## src/rtl/cpu_pkg.sv

```systemverilog
// ---------------------------------------------------------------------------
// cpu_pkg
// Shared CPU types: store access size encoding and the lane-steered write
// payload carried through the store buffer.
// ---------------------------------------------------------------------------
package cpu_pkg;

   localparam int unsigned DATA_W = 32;
   localparam int unsigned BE_W   = DATA_W / 8;

   // sb/sh/sw size field; 2'b11 is reserved and never reaches memory
   typedef enum logic [1:0] {
      SZ_BYTE = 2'b00,
      SZ_HALF = 2'b01,
      SZ_WORD = 2'b10,
      SZ_RSVD = 2'b11
   } st_size_t;

   // Write data already replicated onto the target lanes, plus byte enables
   typedef struct packed {
      logic [DATA_W-1:0] wdata;
      logic [BE_W-1:0]   be;
   } lane_t;

endpackage

```

## src/rtl/store_lane_align.sv

```systemverilog
// ---------------------------------------------------------------------------
// store_lane_align
// Purely combinational lane steering for sb/sh/sw. Replicates the narrowed
// rt value across the word and selects byte enables from the low address bits.
// Optional feature macro: MISALIGN_TRAP_EN (misaligned half/word flagged bad).
// Ports:
//   size     in   store size (st_size_t)
//   addrLo   in   byte address bits [1:0]
//   data     in   unaligned rt value
//   wdata_c  out  lane-replicated write data
//   be_c     out  byte enables, bit i = byte [8i+7:8i]
//   bad_c    out  store must not be enqueued (reserved size or trapped misalign)
// ---------------------------------------------------------------------------
module store_lane_align
   import cpu_pkg::*;
(
   input  st_size_t          size,
   input  logic [1:0]        addrLo,
   input  logic [DATA_W-1:0] data,
   output logic [DATA_W-1:0] wdata_c,
   output logic [BE_W-1:0]   be_c,
   output logic              bad_c
);

   // Replicate and select lanes; misaligned bits only matter when trapping
   always_comb begin
      wdata_c = data;
      be_c    = '0;
      bad_c   = 1'b0;
      case (size)
         SZ_BYTE: begin
            wdata_c = {4{data[7:0]}};
            be_c    = BE_W'(4'b0001 << addrLo);
         end
         SZ_HALF: begin
            wdata_c = {2{data[15:0]}};
            be_c    = addrLo[1] ? 4'b1100 : 4'b0011;
`ifdef MISALIGN_TRAP_EN
            bad_c   = addrLo[0];
`endif
         end
         SZ_WORD: begin
            wdata_c = data;
            be_c    = 4'b1111;
`ifdef MISALIGN_TRAP_EN
            bad_c   = |addrLo;
`endif
         end
         default: begin
            bad_c   = 1'b1;
         end
      endcase
   end

endmodule

```

## src/rtl/store_lane_buffer.sv

```systemverilog
// ---------------------------------------------------------------------------
// store_lane_buffer
// Store write buffer between the register-file rt read port and the data
// memory write port. Stores are lane-steered on entry and queued in a DEPTH
// entry FIFO so memory back-pressure does not stall the core.
// Optional feature macro: MISALIGN_TRAP_EN (drop misaligned sh/sw, pulse misalign).
// Ports:
//   clk, rst_n            clock, synchronous active-low reset
//   st_valid/st_ready     store request handshake
//   st_size/addr/data     store size, byte address, raw rt value
//   mem_valid/mem_ready   head-entry handshake toward memory
//   mem_addr/wdata/be     word address, steered data, byte enables
//   buf_empty             no buffered stores (load ordering / fence)
//   misalign              one-cycle pulse on a dropped misaligned store
// ---------------------------------------------------------------------------
module store_lane_buffer
   import cpu_pkg::*;
#(
   parameter int unsigned DEPTH  = 4,
   parameter int unsigned ADDR_W = 32
) (
   input  logic              clk,
   input  logic              rst_n,
   input  logic              st_valid,
   output logic              st_ready,
   input  logic [1:0]        st_size,
   input  logic [ADDR_W-1:0] st_addr,
   input  logic [DATA_W-1:0] st_data,
   output logic              mem_valid,
   input  logic              mem_ready,
   output logic [ADDR_W-1:0] mem_addr,
   output logic [DATA_W-1:0] mem_wdata,
   output logic [BE_W-1:0]   mem_be,
   output logic              buf_empty,
   output logic              misalign
);

   localparam int unsigned PTR_W   = $clog2(DEPTH);
   localparam int unsigned CNT_W   = $clog2(DEPTH + 1);
   localparam int unsigned WADDR_W = ADDR_W - 2;
   localparam logic [CNT_W-1:0] FULL_CNT = CNT_W'(DEPTH);

   st_size_t           sizeIn;
   logic [DATA_W-1:0]  alignWdata;
   logic [BE_W-1:0]    alignBe;
   logic               alignBad;
   lane_t              newLane;

   lane_t              laneMem [DEPTH];
   logic [WADDR_W-1:0] addrMem [DEPTH];

   logic [PTR_W-1:0]   rdPtr;
   logic [PTR_W-1:0]   wrPtr;
   logic [PTR_W-1:0]   rdPtrNext;
   logic [CNT_W-1:0]   count;
   logic [CNT_W-1:0]   countNext;
   logic               accept;
   logic               push;
   logic               pop;
   logic               headFromInput;
   lane_t              headLane;
   logic [WADDR_W-1:0] headAddr;

   assign sizeIn  = st_size_t'(st_size);
   assign newLane = '{wdata: alignWdata, be: alignBe};

   store_lane_align u_align (
      .size    (sizeIn),
      .addrLo  (st_addr[1:0]),
      .data    (st_data),
      .wdata_c (alignWdata),
      .be_c    (alignBe),
      .bad_c   (alignBad)
   );

   // Handshakes, occupancy and the head entry that mem_* will present next cycle
   always_comb begin
      accept    = st_valid & st_ready;
      push      = accept & ~alignBad;
      pop       = mem_valid & mem_ready;
      countNext = count;
      if (push && !pop) begin
         countNext = count + CNT_W'(1);
      end else if (!push && pop) begin
         countNext = count - CNT_W'(1);
      end
      rdPtrNext = pop ? rdPtr + PTR_W'(1) : rdPtr;
      // The entry being written becomes the head only when nothing else remains
      headFromInput = push && (count == (pop ? CNT_W'(1) : CNT_W'(0)));
      headLane      = headFromInput ? newLane : laneMem[rdPtrNext];
      headAddr      = headFromInput ? st_addr[ADDR_W-1:2] : addrMem[rdPtrNext];
   end

   // Entry storage; control state alone decides which entries are live
   always_ff @(posedge clk) begin
      if (push) begin
         laneMem[wrPtr] <= newLane;
         addrMem[wrPtr] <= st_addr[ADDR_W-1:2];
      end
   end

   // Pointers, count and registered outputs
   always_ff @(posedge clk) begin
      if (!rst_n) begin
         rdPtr     <= '0;
         wrPtr     <= '0;
         count     <= '0;
         st_ready  <= 1'b0;
         mem_valid <= 1'b0;
         mem_addr  <= '0;
         mem_wdata <= '0;
         mem_be    <= '0;
         buf_empty <= 1'b1;
      end else begin
         rdPtr     <= rdPtrNext;
         if (push) begin
            wrPtr  <= wrPtr + PTR_W'(1);
         end
         count     <= countNext;
         st_ready  <= (countNext != FULL_CNT);
         mem_valid <= (countNext != '0);
         buf_empty <= (countNext == '0);
         if (countNext != '0) begin
            mem_addr  <= {headAddr, 2'b00};
            mem_wdata <= headLane.wdata;
            mem_be    <= headLane.be;
         end
      end
   end

`ifdef MISALIGN_TRAP_EN
   // Pulse once for an accepted store dropped for alignment, not for reserved size
   always_ff @(posedge clk) begin
      if (!rst_n) begin
         misalign <= 1'b0;
      end else begin
         misalign <= accept & alignBad & (sizeIn != SZ_RSVD);
      end
   end
`else
   assign misalign = 1'b0;
`endif

endmodule

```

## config.mk

```make
export PLATFORM = sky130hd
export DESIGN_NAME = store_lane_buffer
export DESIGN_NICKNAME = d
export VERILOG_FILES = /design/src/rtl/cpu_pkg.sv /design/src/rtl/store_lane_align.sv /design/src/rtl/store_lane_buffer.sv
export SDC_FILE = /design/constraint.sdc
export NUM_CORES = 1
export LEC_CHECK = 0
export ABC_AREA = 1
export BUFFER_PORTS_ARGS = -buffer_cell sky130_fd_sc_hd__buf_2
export CAP_MARGIN = 20
export CORE_MARGIN = 2
export CORE_UTILIZATION = 54
export CTS_BUF_LIST = sky130_fd_sc_hd__clkbuf_16
export DETAILED_ROUTE_END_ITERATION = 7
export PLACE_DENSITY_LB_ADDON = 0.2
export SLEW_MARGIN = 20
export SYNTH_ARGS = -nofsm -noshare
export SYNTH_HDL_FRONTEND = slang
export SYNTH_HIERARCHICAL = 1
export SYNTH_SLANG_ARGS = --single-unit
```

## constraint.sdc

```tcl
create_clock -name clk -period 4.6 [get_ports clk]
set_input_delay 0.92 -clock clk [delete_from_list [all_inputs] [get_ports clk]]
set_output_delay 0.92 -clock clk [all_outputs]
set_load 0.005 [all_outputs]
```

* Yosys cells after proc, flatten, opt, wreduce, memory -nomap -nowiden
Memory sizes are Yosys's and may differ from the RTL's.
Cells that the tools add are included.
** Cells by class
- Shifts and indexed selects :: 1
- Reductions and logical operators :: 9
- Add/subtract/negate cells :: 4
- Bitwise logic cells :: 3
- Eq/ne operators :: 4
- Multiplexer cells :: 11
** Operator list (count)
- $pmux 32 s2 :: 1
- $mux 36 :: 1
- $mux 30 :: 1
- $pmux 4 s3 :: 1
- $mux 3 :: 2
- $add 2x1->2 const B :: 2
- $mux 4 :: 1
- $shl 1x2->4 const A :: 1
- $add 3x1->3 const B :: 1
- $and 1x1->1 :: 3
- $eq 3x1->1 :: 1
- $logic_and 1x1->1 :: 3
- $logic_not 3->1 :: 1
- $mux 1 :: 3
- $ne 3x3->1 const B :: 1
- $reduce_bool 3->1 :: 1
- $reduce_or 3->1 :: 1
- $sub 3x1->3 const B :: 1
- $eq 2x1->1 const B :: 1
- $eq 2x2->1 const B :: 1
- $logic_not 1->1 :: 2
- $logic_not 2->1 :: 1
- $mux 2 :: 1
** Word-level totals
- Memories :: 2
- Output and inout bits :: 72
- Input port bits :: 70
- Word-level logic and storage cells :: 43
- Memory bits (writable) :: 264
- Register bits :: 76
** Memories
- laneMem :: depth 4, width 36, rd ports 1, clocked after Yosys merged registers in 0, write ports 1, line store_lane_buffer.sv:49 : lane_t laneMem [DEPTH];
- addrMem :: depth 4, width 30, rd ports 1, clocked after Yosys merged registers in 0, write ports 1, line store_lane_buffer.sv:50 : logic [WADDR_W-1:0] addrMem [DEPTH];

* Logic depth before layout (Yosys ltp)
- Depth after elaboration :: 8
- Mapped depth :: 16
- Gate-level depth less buffers :: 12

* Cells and area by module
The synthesis kept the hierarchy.
** Modules (own cells, without submodules)
- store_lane_buffer :: area an instance 14976.9 um2, cells each 1599, seq. area each 9449.1 um2, instances 1
- store_lane_align :: area an instance 481.7 um2, cells each 105, seq. area each 0.0 um2, instances 1

* Least setup slack after synthesis
OpenSTA, ideal clock, no wires.
- Kind :: input to register
- Start :: in st_size[1]
- End :: mem addrMem[0][0] (netlist bit) (enable)
- Library setup time :: 0.491 ns
- Cell stages on the path :: 7
- Buffers on the path :: 2
- Setup slack :: -0.235 ns
- Arrival time :: 4.345 ns
- Required time :: 4.109 ns
- Cells stage by stage :: buf_4 -> buf_6 -> nand2_1 -> inv_2 -> inv_1 -> nand3_1 -> nor2_1
** Between the ends
- Cells in the longest elaborated chain, start to end :: 5
- Elaborated cells on any way between the ends :: 7
- Classes of those cells :: eq/ne (2); mux (2); bitwise (1); reduce/logical (2)
** Ends and longest elaborated chain
- start, declared :: line store_lane_buffer.sv:26 : input logic [1:0] st_size,
- $eq 2x1->1 (tied with other cells) :: line store_lane_align.sv:30 : case (size)
- $reduce_or 3->1 (no line) *
- $and 1x1->1 * :: line store_lane_buffer.sv:79 : push = accept & ~alignBad;
- $mux 1 * :: line store_lane_buffer.sv:96 : if (push) begin
- $mux 1 (not written as such) * :: line store_lane_buffer.sv:98 : addrMem[wrPtr] <= st_addr[ADDR_W-1:2];
- end, declared :: line store_lane_buffer.sv:50
Mark *: on every way between the ends. The rest lies on a longest branch, timed or not.

* Worst setup path in the final report
- Start :: in st_size[0]
- End :: reg mem_addr[9]
** Between the ends
- Cells in the longest elaborated chain, start to end :: 8
- Elaborated cells on any way between the ends :: 13
- Classes of those cells :: eq/ne (2); mux (3); bitwise (1); reduce/logical (7)
** Ends and longest elaborated chain
- $eq 2x1->1 (tied with other cells) :: line store_lane_align.sv:30
- $reduce_or 3->1 (no line) *
- $and 1x1->1 * :: line store_lane_buffer.sv:79
- $logic_not 1->1 :: line store_lane_buffer.sv:84 : end else if (!push && pop) begin
- $logic_and 1x1->1 :: line store_lane_buffer.sv:84
- $mux 3 :: line store_lane_buffer.sv:84
- $mux 3 :: line store_lane_buffer.sv:82 : if (push && !pop) begin
- $reduce_bool 3->1 :: line store_lane_buffer.sv:123 : if (countNext != '0) begin
- end signal, assigned :: line store_lane_buffer.sv:124 : mem_addr <= {headAddr, 2'b00};
- end, declared :: line store_lane_buffer.sv:31 : output logic [ADDR_W-1:0] mem_addr,
Marked as above.
A chain may end at the register's enable or synchronous reset.

==> metrics <==
min Tclk post-route roughly 3300 ps; top cells by count, synth 609 x nand2_1, 356 x nand3_1, 264 x edfxtp_1; Post-synth EDFFs 264; Max Freq 0.301 GHz; nature of the critical path endpoint register; CP dominant cell by count nand2_1; RSZ-0062 raised after global routing false; static leakage between 8 and 9 nW; clock share of power 29.8%; CTS Sinks 340; Total Wirelength 40300 um; Initial Utilization 55.2%; Worst Path Buf+Inv 3; Max-Cap Viols 0; initial antenna violation count 0; Int Power 5.83 mW; width of the die 173 um; Die H 173 um; Num CTS Buffers 36; Ys Warns 6; fin util approximately 62%; Final Setup Violations 0; via count around 12000; DP HPWL around 23000 um; cell with the most instances after synthesis nand2_1; Slew Viols, Final 0; drt first-iter violations 1291; Post-CTS Resized 0; slew margin rel. 36.1%; critical path, cell by cell buf_2, nand2_1, inv_2, nor2_4, nand2_1, nand2_1, nand2_1, nand2_1, nand2_1, nor2_4, buf_4, nand3_1, nand2_1; die area 30000 um^2; Hold-fix buffers, CTS 0; number of top-level pins 142; antenna cells 0; Worst EP required 5050 ps; synth unique cells 24; status finished, final reports clean; vias in the first global route around 12000; Worst setup SP type input pin; synthesized cell area 15500 um^2; PD cells roughly 500 nW/um^2; Largest stage delay, worst path approximately 600 ps; synth top area cells edfxtp_1 51%, nand2_1 15%, nand3_1 12%; first-pass GRT wire length around 64000 um; critical path type in2reg; FP Rows 61; Final ANT Viol Nets 0; pin count of the biggest net entering global routing 80; switching part of the total power 33.7%; share of layout cells above drive strength 1 12.7%; Core ar. approximately 28000 um^2; CTS max path bufs 3; register share of total power 43.3%; input/output buffers 138; Worst Path Arrival 3780 ps; critical path's top delay family simple AND/OR/NAND/NOR gates; H-tree levels 2; drt pass-1 iters 5; mean post-synth cell area 9.07 um^2; Layout Nets 1854; Hold Path Class reg2reg; postcts setup bufs 0; TritonCTS clock tree built; asr flop ratio synth 0%; GRT overflow 0; final worst slack 1270 ps; area share of the largest cell type after synthesis 51.3%; critical path fanouts, max 41; WL per Instance 18.5 um; GPL Wtd Cong 0.798; Synth area leader edfxtp_1; FF+latch count, synth 340; final hold vios 0; Root Driver clkbuf_16; Worst path slowest cell buf_4; Synth Instances 1704; Area growth syn-to-layout 12.3%; Clock transition at path regs 60 ps; GR Util All Layers 26.8%; drc violations 0; Clk Latency, worst-skew pair 520 ps; sequential area share after synthesis just over 60%; peak supply drop 0.000329 V; Setup WS pre-CTS ~800 ps; Via density 5.59; clk_skew 13.0 ps; Primary FF master, synth edfxtp_1; Final period util 72.3%; Combinational Power Share 26.8%; Least-Margin Pin Slew 958 ps; switching power 2.96 mW
## placed cells by master (no fill, tap or decap), drive strengths merged
master	count
nand3	357
bufinv	1
nor2	18
xnor2	1
clkinv	10
nand4	68
nand2	612
inv	169
a31oi	1
o21ai	12
buf	165
edfxtp	264
clkbuf	37
dfxtp	76
ha	6
a21oi	2
conb	3
## sequential cells by signal (all words and copies together), names as in the netlist
| name | cells |
|---|---|
| laneMem | 144 |
| addrMem | 120 |
| mem_wdata | 32 |
| mem_addr | 30 |
| mem_be | 4 |
| count | 3 |
| rdPtr | 2 |
| wrPtr | 2 |
| buf_empty | 1 |
| mem_valid | 1 |
| st_ready | 1 |
## kinds of logic after synthesis
kind of cell / count (synthesis) / synth area share (%)
compound gates: 15 / 0.494
xor+xnor: 1 / 0.0567
fa+ha+maj: 6 / 0.486
buf+inv: 286 / 8.05
flops: 340 / 61.1
other cells: 1 / 0.0243
simple gates: 1055 / 29.8
## worst paths after layout
path         depth (start not counted)                         to  slack (ps)                      start
min reg2reg                          2  mem_addr[23]$_SDFFE_PN0P_         470  mem_addr[23]$_SDFFE_PN0P_
max reg2reg                         11   mem_addr[9]$_SDFFE_PN0P_        1650        st_ready$_SDFF_PN0_
min                                  2  mem_addr[23]$_SDFFE_PN0P_         470  mem_addr[23]$_SDFFE_PN0P_
max                                 13   mem_addr[9]$_SDFFE_PN0P_        1270                 st_size[0]
## worst reg2reg max path: cells and delay by family (launching register included)
kind	cells	cell delay, ps
AND/OR/NAND/NOR	10	1910
buffers and inverters	1	610
flip-flops	1	380
## power groups by stage
stage          clock, mW  sequential [mW]  combinational (mW)
6_report            2.62             3.81                2.36
5_1_grt             2.77             3.84                2.64
4_1_cts             2.66             3.81                2.35
3_5_place_dp           0             3.87                2.34
3_3_place_gp           0             3.87                2.30
2_1_floorplan          0             3.86                1.56
## routing by layer
layer  track usage (%)  up-vias  wire length, um
met4              9.36        0             1060
met5                 0        -                0
li1                  -     5803                -
met3              4.42       80             3690
met2              43.0      597            18700
met1              37.3     5713            16900
## stage by stage
stage                     hold WS, ps  TNS (ps)  area, um^2  instances  power [mW]
after floorplan                   463    -62100       15500       1706        5.42
after global placement            456         0       16300       2118        6.16
after detailed placement          458         0       16300       2118        6.21
after CTS                         469         0       17400       2180        8.82
after global routing              484         0       17400       2180        9.25
final                             466         0       17400       2180        8.79
## area by class of cell
type                       instances  area [um^2]
sequential                       340         9450
clock inverter                    25          128
inverter                         155          582
fill                            2393        10600
timing repair buffer             165          958
tap                              378          473
clock buffer                      37          926
multi-input combinational       1080         4850
Note: power is estimated with default switching activity, not from simulation.
